<file path="src/rtl/ddr_line_mover_if.sv">
// Bundle of the request/completion and DDR block-port signals of ddr_line_mover.
// master: cache-miss side plus DDR controller model (drives req_*, ram_rdy, block_in).
// slave:  the line mover itself (drives req_ready, done, err, fill_data, ram_*, data_to_ram).
interface ddr_line_mover_if;
  logic         req_valid;
  logic         req_ready;
  logic         req_wb;
  logic [29:0]  req_wb_addr;
  logic [255:0] req_wb_data;
  logic         req_fill;
  logic [29:0]  req_fill_addr;
  logic         done;
  logic         err;
  logic [255:0] fill_data;
  logic         ram_en;
  logic         ram_write;
  logic [29:0]  ram_addr;
  logic [255:0] data_to_ram;
  logic         ram_rdy;
  logic [255:0] block_in;

  modport master (
    output req_valid, req_wb, req_wb_addr, req_wb_data, req_fill, req_fill_addr,
    output ram_rdy, block_in,
    input  req_ready, done, err, fill_data, ram_en, ram_write, ram_addr, data_to_ram
  );

  modport slave (
    input  req_valid, req_wb, req_wb_addr, req_wb_data, req_fill, req_fill_addr,
    input  ram_rdy, block_in,
    output req_ready, done, err, fill_data, ram_en, ram_write, ram_addr, data_to_ram
  );
endinterface

</file>
<file path="src/rtl/ddr_line_mover.sv">
// Cache-miss sequencer: optional victim writeback then optional line fill, each
// moved as two 128-bit half beats over the DDR controller's word-addressed block port.
// Ports: clk, rst (sync, active-low), bus (slave side of ddr_line_mover_if).
module ddr_line_mover #(
  parameter int TIMEOUT = 4096,
  parameter int TO_W    = 12
) (
  input logic            clk,
  input logic            rst,
  ddr_line_mover_if.slave bus
);

  typedef enum logic [2:0] {
    IDLE, WB_LO, WB_HI, FILL_LO, FILL_HI, DONE_ST
  } state_t;

  state_t          state;
  state_t          state_nxt;
  logic            wait_ph;     // 0 = ISSUE cycle of a beat, 1 = WAIT phase
  logic [TO_W-1:0] to_cnt;
  logic            fill_f;
  logic [29:0]     wb_line;
  logic [29:0]     fill_line;
  logic [29:0]     wb_src;
  logic [29:0]     fill_src;
  logic [29:0]     addr_nxt;
  logic            in_beat;
  logic            beat_ok;
  logic            tmo;

  always_comb begin
    in_beat = state inside {WB_LO, WB_HI, FILL_LO, FILL_HI};
    // ram_rdy is stale during ISSUE, so only the WAIT phase can complete a beat
    beat_ok = in_beat & wait_ph & bus.ram_rdy;
    tmo     = in_beat & wait_ph & ~bus.ram_rdy & (to_cnt == TO_W'(TIMEOUT - 1));
    // The first beat is issued on the accept edge, before the line registers load
    wb_src   = (state == IDLE) ? {bus.req_wb_addr[29:3], 3'b000}   : wb_line;
    fill_src = (state == IDLE) ? {bus.req_fill_addr[29:3], 3'b000} : fill_line;

    state_nxt = state;
    case (state)
      IDLE:
        if (bus.req_valid)
          state_nxt = bus.req_wb ? WB_LO : (bus.req_fill ? FILL_LO : DONE_ST);
      WB_LO:
        if (beat_ok)  state_nxt = WB_HI;
        else if (tmo) state_nxt = DONE_ST;
      WB_HI:
        if (beat_ok)  state_nxt = fill_f ? FILL_LO : DONE_ST;
        else if (tmo) state_nxt = DONE_ST;
      FILL_LO:
        if (beat_ok)  state_nxt = FILL_HI;
        else if (tmo) state_nxt = DONE_ST;
      FILL_HI:
        if (beat_ok || tmo) state_nxt = DONE_ST;
      DONE_ST:
        state_nxt = IDLE;
      default:
        state_nxt = IDLE;
    endcase

    case (state_nxt)
      WB_LO:   addr_nxt = wb_src;
      WB_HI:   addr_nxt = wb_src | 30'd4;
      FILL_LO: addr_nxt = fill_src;
      FILL_HI: addr_nxt = fill_src | 30'd4;
      default: addr_nxt = bus.ram_addr;
    endcase
  end

  always_ff @(posedge clk) begin
    if (!rst) begin
      state           <= IDLE;
      wait_ph         <= 1'b0;
      to_cnt          <= '0;
      fill_f          <= 1'b0;
      wb_line         <= '0;
      fill_line       <= '0;
      bus.req_ready   <= 1'b1;
      bus.done        <= 1'b0;
      bus.err         <= 1'b0;
      bus.fill_data   <= '0;
      bus.ram_en      <= 1'b0;
      bus.ram_write   <= 1'b0;
      bus.ram_addr    <= '0;
      bus.data_to_ram <= '0;
    end else begin
      state <= state_nxt;

      if (state == IDLE && bus.req_valid) begin
        wb_line         <= wb_src;
        fill_line       <= fill_src;
        fill_f          <= bus.req_fill;
        bus.data_to_ram <= bus.req_wb_data;
      end

      // Every state change lands in a fresh ISSUE (or leaves the beat states)
      if (state_nxt != state) begin
        wait_ph <= 1'b0;
        to_cnt  <= '0;
      end else if (in_beat) begin
        if (!wait_ph) wait_ph <= 1'b1;
        else          to_cnt  <= to_cnt + 1'b1;
      end

      if (tmo) bus.err <= 1'b1;

      if (state == FILL_LO && beat_ok) bus.fill_data[127:0]   <= bus.block_in[127:0];
      if (state == FILL_HI && beat_ok) bus.fill_data[255:128] <= bus.block_in[255:128];

      // Outputs follow the next state so they line up with it cycle for cycle
      bus.ram_en    <= state_nxt inside {WB_LO, WB_HI, FILL_LO, FILL_HI};
      bus.ram_write <= state_nxt inside {WB_LO, WB_HI};
      bus.ram_addr  <= addr_nxt;
      bus.done      <= (state_nxt == DONE_ST);
      bus.req_ready <= (state_nxt == IDLE);
    end
  end

endmodule

</file>
<file path="src/flat_wrapper.sv">
// flat-port wrapper written by rule: the top's interface ports become plain ports
module ddr_line_mover_flat 
#(
  parameter int TIMEOUT = 4096,
  parameter int TO_W    = 12
)
  (clk, rst, bus_req_valid, bus_req_wb, bus_req_wb_addr, bus_req_wb_data, bus_req_fill, bus_req_fill_addr, bus_ram_rdy, bus_block_in, bus_req_ready, bus_done, bus_err, bus_fill_data, bus_ram_en, bus_ram_write, bus_ram_addr, bus_data_to_ram);
  ddr_line_mover_if bus_i ();
  input logic clk;
  input logic rst;
  input wire logic [$bits(bus_i.req_valid)-1:0] bus_req_valid;
  input wire logic [$bits(bus_i.req_wb)-1:0] bus_req_wb;
  input wire logic [$bits(bus_i.req_wb_addr)-1:0] bus_req_wb_addr;
  input wire logic [$bits(bus_i.req_wb_data)-1:0] bus_req_wb_data;
  input wire logic [$bits(bus_i.req_fill)-1:0] bus_req_fill;
  input wire logic [$bits(bus_i.req_fill_addr)-1:0] bus_req_fill_addr;
  input wire logic [$bits(bus_i.ram_rdy)-1:0] bus_ram_rdy;
  input wire logic [$bits(bus_i.block_in)-1:0] bus_block_in;
  output wire logic [$bits(bus_i.req_ready)-1:0] bus_req_ready;
  output wire logic [$bits(bus_i.done)-1:0] bus_done;
  output wire logic [$bits(bus_i.err)-1:0] bus_err;
  output wire logic [$bits(bus_i.fill_data)-1:0] bus_fill_data;
  output wire logic [$bits(bus_i.ram_en)-1:0] bus_ram_en;
  output wire logic [$bits(bus_i.ram_write)-1:0] bus_ram_write;
  output wire logic [$bits(bus_i.ram_addr)-1:0] bus_ram_addr;
  output wire logic [$bits(bus_i.data_to_ram)-1:0] bus_data_to_ram;
  assign bus_i.req_valid = bus_req_valid;
  assign bus_i.req_wb = bus_req_wb;
  assign bus_i.req_wb_addr = bus_req_wb_addr;
  assign bus_i.req_wb_data = bus_req_wb_data;
  assign bus_i.req_fill = bus_req_fill;
  assign bus_i.req_fill_addr = bus_req_fill_addr;
  assign bus_i.ram_rdy = bus_ram_rdy;
  assign bus_i.block_in = bus_block_in;
  assign bus_req_ready = bus_i.req_ready;
  assign bus_done = bus_i.done;
  assign bus_err = bus_i.err;
  assign bus_fill_data = bus_i.fill_data;
  assign bus_ram_en = bus_i.ram_en;
  assign bus_ram_write = bus_i.ram_write;
  assign bus_ram_addr = bus_i.ram_addr;
  assign bus_data_to_ram = bus_i.data_to_ram;
  ddr_line_mover #(.TIMEOUT(TIMEOUT), .TO_W(TO_W)) u_core (.clk(clk), .rst(rst), .bus(bus_i));
endmodule
</file>
<file path="config.mk">
export PLATFORM = sky130hd
export DESIGN_NAME = ddr_line_mover_flat
export DESIGN_NICKNAME = d
export VERILOG_FILES = /design/src/rtl/ddr_line_mover_if.sv /design/src/rtl/ddr_line_mover.sv /design/src/flat_wrapper.sv
export SDC_FILE = /design/constraint.sdc
export NUM_CORES = 1
export LEC_CHECK = 0
export BUFFER_PORTS_ARGS = -buffer_cell sky130_fd_sc_hd__buf_2
export CORE_AREA = 2 2 440 442
export CTS_BUF_LIST = sky130_fd_sc_hd__clkbuf_16
export DETAILED_ROUTE_END_ITERATION = 10
export DIE_AREA = 0 0 442 444
export RECOVER_POWER = 100
export SLEW_MARGIN = 20
export SYNTH_ARGS = -nofsm -noshare
export SYNTH_HDL_FRONTEND = slang
export SYNTH_SLANG_ARGS = --single-unit
</file>
<file path="constraint.sdc">
create_clock -name clk -period 3.4 [get_ports clk]
set_clock_uncertainty 0.2 [all_clocks]
set_input_delay 0.34 -clock clk [delete_from_list [all_inputs] [get_ports clk]]
set_output_delay 0.34 -clock clk [all_outputs]
set_load 0.02 [all_outputs]
</file>
==> Word-level counts from Yosys, hierarchy flattened <==
Index checks and enable logic that the tools add are counted.
{ "totals": {"register_bits": 624, "in_bits": 578, "wordCells": 57} }
{ "classes": {"n_addsub": 1, "n_eq_ne": 11, "mux": 13, "n_bitwise": 6, "n_reduce_logical": 11} }
{ "ops": {"columns": ["cell", "count"], "rows": [
  ["$pmux W30 S4", 1],
  ["$mux W30", 2],
  ["$mux W3", 9],
  ["$pmux W3 S5", 1],
  ["$add A12 B1 Y12 const B", 1],
  ["$eq A12 B12 Y1 const B", 1],
  ["$eq A3 B2 Y1 const B", 4],
  ["$eq A3 B3 Y1 const B", 3],
  ["$reduce_bool A4 Y1", 2],
  ["$eq A3 B1 Y1 const B", 2],
  ["$logic_not A3 Y1", 2],
  ["$and A1 B1 Y1", 4],
  ["$logic_and A1 B1 Y1", 3],
  ["$ne A3 B3 Y1", 1],
  ["$not A1 Y1", 2],
  ["$reduce_and A2 Y1", 1],
  ["$reduce_bool A2 Y1", 1],
  ["$reduce_or A2 Y1", 1],
  ["$logic_or A1 B1 Y1", 1]
]} }

==> Logic depth before layout (Yosys ltp) <==
{ "logic_depth": {"word_depth": 10, "mapped_depth": 10} }

==> Worst setup path before layout <==
Ideal clock, no wire load.
{ "synth_path": {"path_type": "reg2reg", "from": "reg u_core.to_cnt[0]", "to": "reg u_core.bus.ram_addr[27]", "setup_time_ns": 0.140, "arrival_ns": 2.402, "required_time_ns": 3.060, "setup_slack_ns": 0.659, "stages_incl_launch_ff": 10, "path_buffers": 1, "synth_period_minus_slack_ns": 2.741, "path_cell_list": "dfxtp_1 -> ha_1 -> nand2_1 -> or4_4 -> nand4b_2 -> a211oi_2 -> nor2_8 -> buf_4 -> o22ai_1 -> a221oi_2"} }
{ "synth_via": {"elab_chain_len": 7, "word_cells_on_any_way": 15, "classes_between": "eq/ne (5); mux (7); bitwise (1); reduce/logical (2)"} }
{ "synth_lines": {"columns": ["element", "line", "rtl"], "rows": [
  ["start, declared", "ddr_line_mover.sv:20", "logic [TO_W-1:0] to_cnt;"],
  ["start signal, assigned", "ddr_line_mover.sv:103", "else to_cnt <= to_cnt + 1'b1;"],
  ["$eq A12 B12 Y1 (*)", "ddr_line_mover.sv:35", "tmo = in_beat & wait_ph & ~bus.ram_rdy & (to_cnt == TO_W'(TIMEOUT - 1));"],
  ["$and A1 B1 Y1 (*)", "ddr_line_mover.sv:35", null],
  ["$mux W3 / $logic_or A1 B1 Y1 (equally long branches)", null, null],
  ["$mux W3, on equally long branches", null, null],
  ["$pmux W3 S5 (*)", "ddr_line_mover.sv:41", "case (state)"],
  ["$eq A3 B3 Y1 (tied with other cells)", "ddr_line_mover.sv:62", "case (state_nxt)"],
  ["$pmux W30 S4 / $reduce_bool A4 Y1 (equally long branches)", null, null],
  ["end signal, assigned", "ddr_line_mover.sv:114", "bus.ram_addr <= addr_nxt;"],
  ["end, declared", "ddr_line_mover_if.sv:31", "output req_ready, done, err, fill_data, ram_en, ram_write, ram_addr, data_to_ram"]
]} }
Every way passes the cells marked *; elsewhere a longest branch is shown, timed or not.
A chain may end at the register's enable or synchronous reset.

==> Final worst setup path <==
{ "layout_path": {"from": "reg u_core.to_cnt[0]", "to": "reg u_core.bus.ram_addr[10]"} }
Same word-level chain as after synthesis.

==> run metrics <==
status=complete, no violations; Final Util=0.203; die width=approximately 440 um; largest net degree at the start of global routing=between 100 and 150; syn avg cell area=7.81 um2; # IOs=1,125; Tightest Pin Transition=1260 ps; Multi-input gate area=just over 9000 um2; wire length per cell=between 20 and 25 um; Post-synth EDFFs=0; CORE AREA=192,000 um2; Via density=3.85; Max FO, Critical Path=26; Skew-Pair Late Insertion Delay=roughly 700 ps; crit path DAT=3530 ps; Gate Count Post-Synth=around 2.9k; Worst Setup SP=u_core.to_cnt[0]; clock slew at the register clock pins of the worst setup and hold paths=60 ps; Syn Nets=between 3k and 4k; WL met3=between 15 and 20 mm; DRC violations left=0; WL met1=approximately 66 mm; worst rel slew slack=0.157; Power Density=approximately 520 nW/um2; Root Driver=clkbuf_16; final hold vios=0; die span in y=approximately 440 um; Setup Buffers After CTS=0; clock sinks=about 620; Fmax=roughly 0.32 GHz; met2 wire len=between 70 and 80 mm; synth warn=0; max layer used=met5; routed wire length=between 150 and 200 mm; Setup-failing EPs final=0; vias in the first global route=roughly 27k; FP Rows=around 160; Top FF cell, synth=dfxtp_1; Final nets=between 5k and 6k; initial drt markers=about 2.1k; initial antenna violation count=39; DP Wirelength=~130 mm; Detailed Routing Iterations Pass 1=9; GRT overflow=0; Post-DRT Antenna Nets=0; first-pass GRT wire length=222 mm; share of the synthesized area in the top cell type=0.555; sequential-to-total area share from yosys stat=0.555; register area=around 12,000 um2; CTS tree=built; #FFs+latches synth=624; Netlist cell types=between 40 and 50; synthesized area=~23,000 um2; Setup TNS=0 ps; Leak=~15 nW; HP Start=bus_block_in[128]; DR vias=27.4k; htree depth=3; Num CTS Buffers=80; Crit Path Class=flop to flop; fillers=between 20k and 25k; CTS resizes=0; RSZ-0062 raised after global routing=false; Final period util=0.920; Critical Path RT=between 3000 and 4000 ps; share of synthesized registers carrying an async set or reset=0; startpoint types=flop; number of max-cap violations=0; clock buffer depth=3; share of cells above drive strength 1=0.166; all-layer global routing usage=0.162; placed standard-cell area=about 31,000 um2; Slew Limit Fails=0; worst min path class=input port to flop; top cells by area, synth=dfxtp_1, nand2_1, a21oi_1; leading area contributor after synthesis=dfxtp_1; maximum vdd drop=338 uV; Tmin final=3130 ps; Die Footprint=196,000 um2; Initial Util=0.118; Area growth, synth to finish=72.8%; fin area=approximately 39,000 um2; CP endpoint kind=flop; gpl congestion=between 0.9 and 1; FF-to-FF Start=u_core.to_cnt[0]; I/O Buffers=around 1.1k
==> sequential cells by signal (all words and copies together) (netlist names), 3 cells and up <==
register / flops
u_core.bus.ram_addr: 30
u_core.fill_line: 30
u_core.wb_line: 30
u_core.bus.fill_data: 256
u_core.to_cnt: 12
u_core.state: 3
u_core.bus.data_to_ram: 256
==> where the power goes <==
part	switching, W	internal (W)	leakage [nW]
logic	0.00235	0.00135	8.25
registers	0.000250	0.00770	5.08
clock network	0.00370	0.00483	1.28
total	0.00630	0.0139	14.6
==> logic make-up after synthesis <==
group	synth area share
muxes	0.0103
buffers and inverters	0.0382
DFF	0.555
and+or+nand+nor	0.225
AOI/OAI and AO/OA	0.166
adders and majority gates	0.000556
xor gates and xnor gates	0.00467
==> layout by cell type, fill, tap and decap left out, types with 4 or more instances in the layout <==
master / netlist / final
dfxtp_1: 624 / 624
xor2_1: 8 / 8
and3_1: 15 / 14
o21ai_0: 32 / 32
a221oi_1: 7 / 15
clkinv_1: 0 / 18
buf_2: 7 / 571
mux2i_1: 22 / 22
clkbuf_1: 204 / 556
a221oi_2: 16 / 8
bufinv_16: 0 / 7
nor3_1: 7 / 6
diode_2: 0 / 15
a211oi_1: 5 / 5
buf_12: 0 / 20
clkinvlp_4: 0 / 4
nor2_1: 26 / 26
a21oi_1: 575 / 575
o22ai_1: 26 / 26
inv_1: 5 / 18
inv_6: 0 / 4
nand3_1: 5 / 4
buf_4: 2 / 34
clkinv_4: 0 / 4
dlygate4sd3_1: 0 / 588
nand2_1: 1241 / 1239
clkbuf_16: 0 / 80
o211ai_1: 9 / 9
clkinv_2: 0 / 8
xnor2_1: 4 / 4
==> Yosys cell counts (all sizes together) (2+ instances only) <==
cell type,instances
a211oi,6
a21oi,576
a221oi,23
and2,3
and3,15
buf,16
clkbuf,204
dfxtp,624
inv,5
mux2i,22
nand2,1241
nand2b,3
nand3,6
nand3b,2
nand4,3
nor2,27
nor3,7
o211ai,9
o21a,2
o21ai,33
o22ai,26
o31ai,2
or2,2
or3,2
xnor2,4
xor2,8
==> what timing repair did <==
| action | 4_1_cts | 5_1_grt |
|---|---|---|
| hold buffers | 588 | 0 |
| endpoints found under the hold margin | 596 | 0 |
| endpoints found under the setup margin | 0 | 0 |
==> critical path: stages, from the launching register on <==
cell      delay (ps)
dfxtp_1          400
ha_1             220
nand2_1          100
o41ai_1          620
o311ai_1         320
o211a_4          370
nor2_8           120
buf_12           200
o22ai_1          110
a221oi_1         320
==> metal layers <==
metal,GRT usage,vias to the layer above
met5,0,-
met4,0.0736,20
met3,0.0667,323
met2,0.254,1114
met1,0.192,13200
li1,-,12700
==> path summary, 6_finish.rpt <==
path,endpoint,cells past startpoint,slack [ps]
worst min-delay path,u_core.bus.fill_data[128],4,230
worst min register to register,u_core.bus.fill_data[13],2,250
worst max-delay path,u_core.bus.ram_addr[10],9,270
worst max register to register,u_core.bus.ram_addr[10],9,270
==> per-stage QoR <==
step	hold slack (ps)	setup WS, ps	total power (W)	instances
after floorplan	225	659	0.00964	2884
after global placement	239	278	0.0113	6375
after detailed placement	244	302	0.0114	6375
after CTS	108	271	0.0207	7105
after global routing	191	38.9	0.0210	7114
final	231	271	0.0202	7120
==> area by class of cell <==
type	count	share of cell area
Multi-Input combinational cell	2035	0.235
Clock inverter	62	0.0135
Inverter	5	0.000675
Antenna cell	15	0.000965
Timing Repair Buffer	1773	0.296
Tap cell	2526	0.0812
Clock buffer	80	0.0515
Sequential cell	624	0.321
No activity file was read; power rests on OpenSTA's default activity.
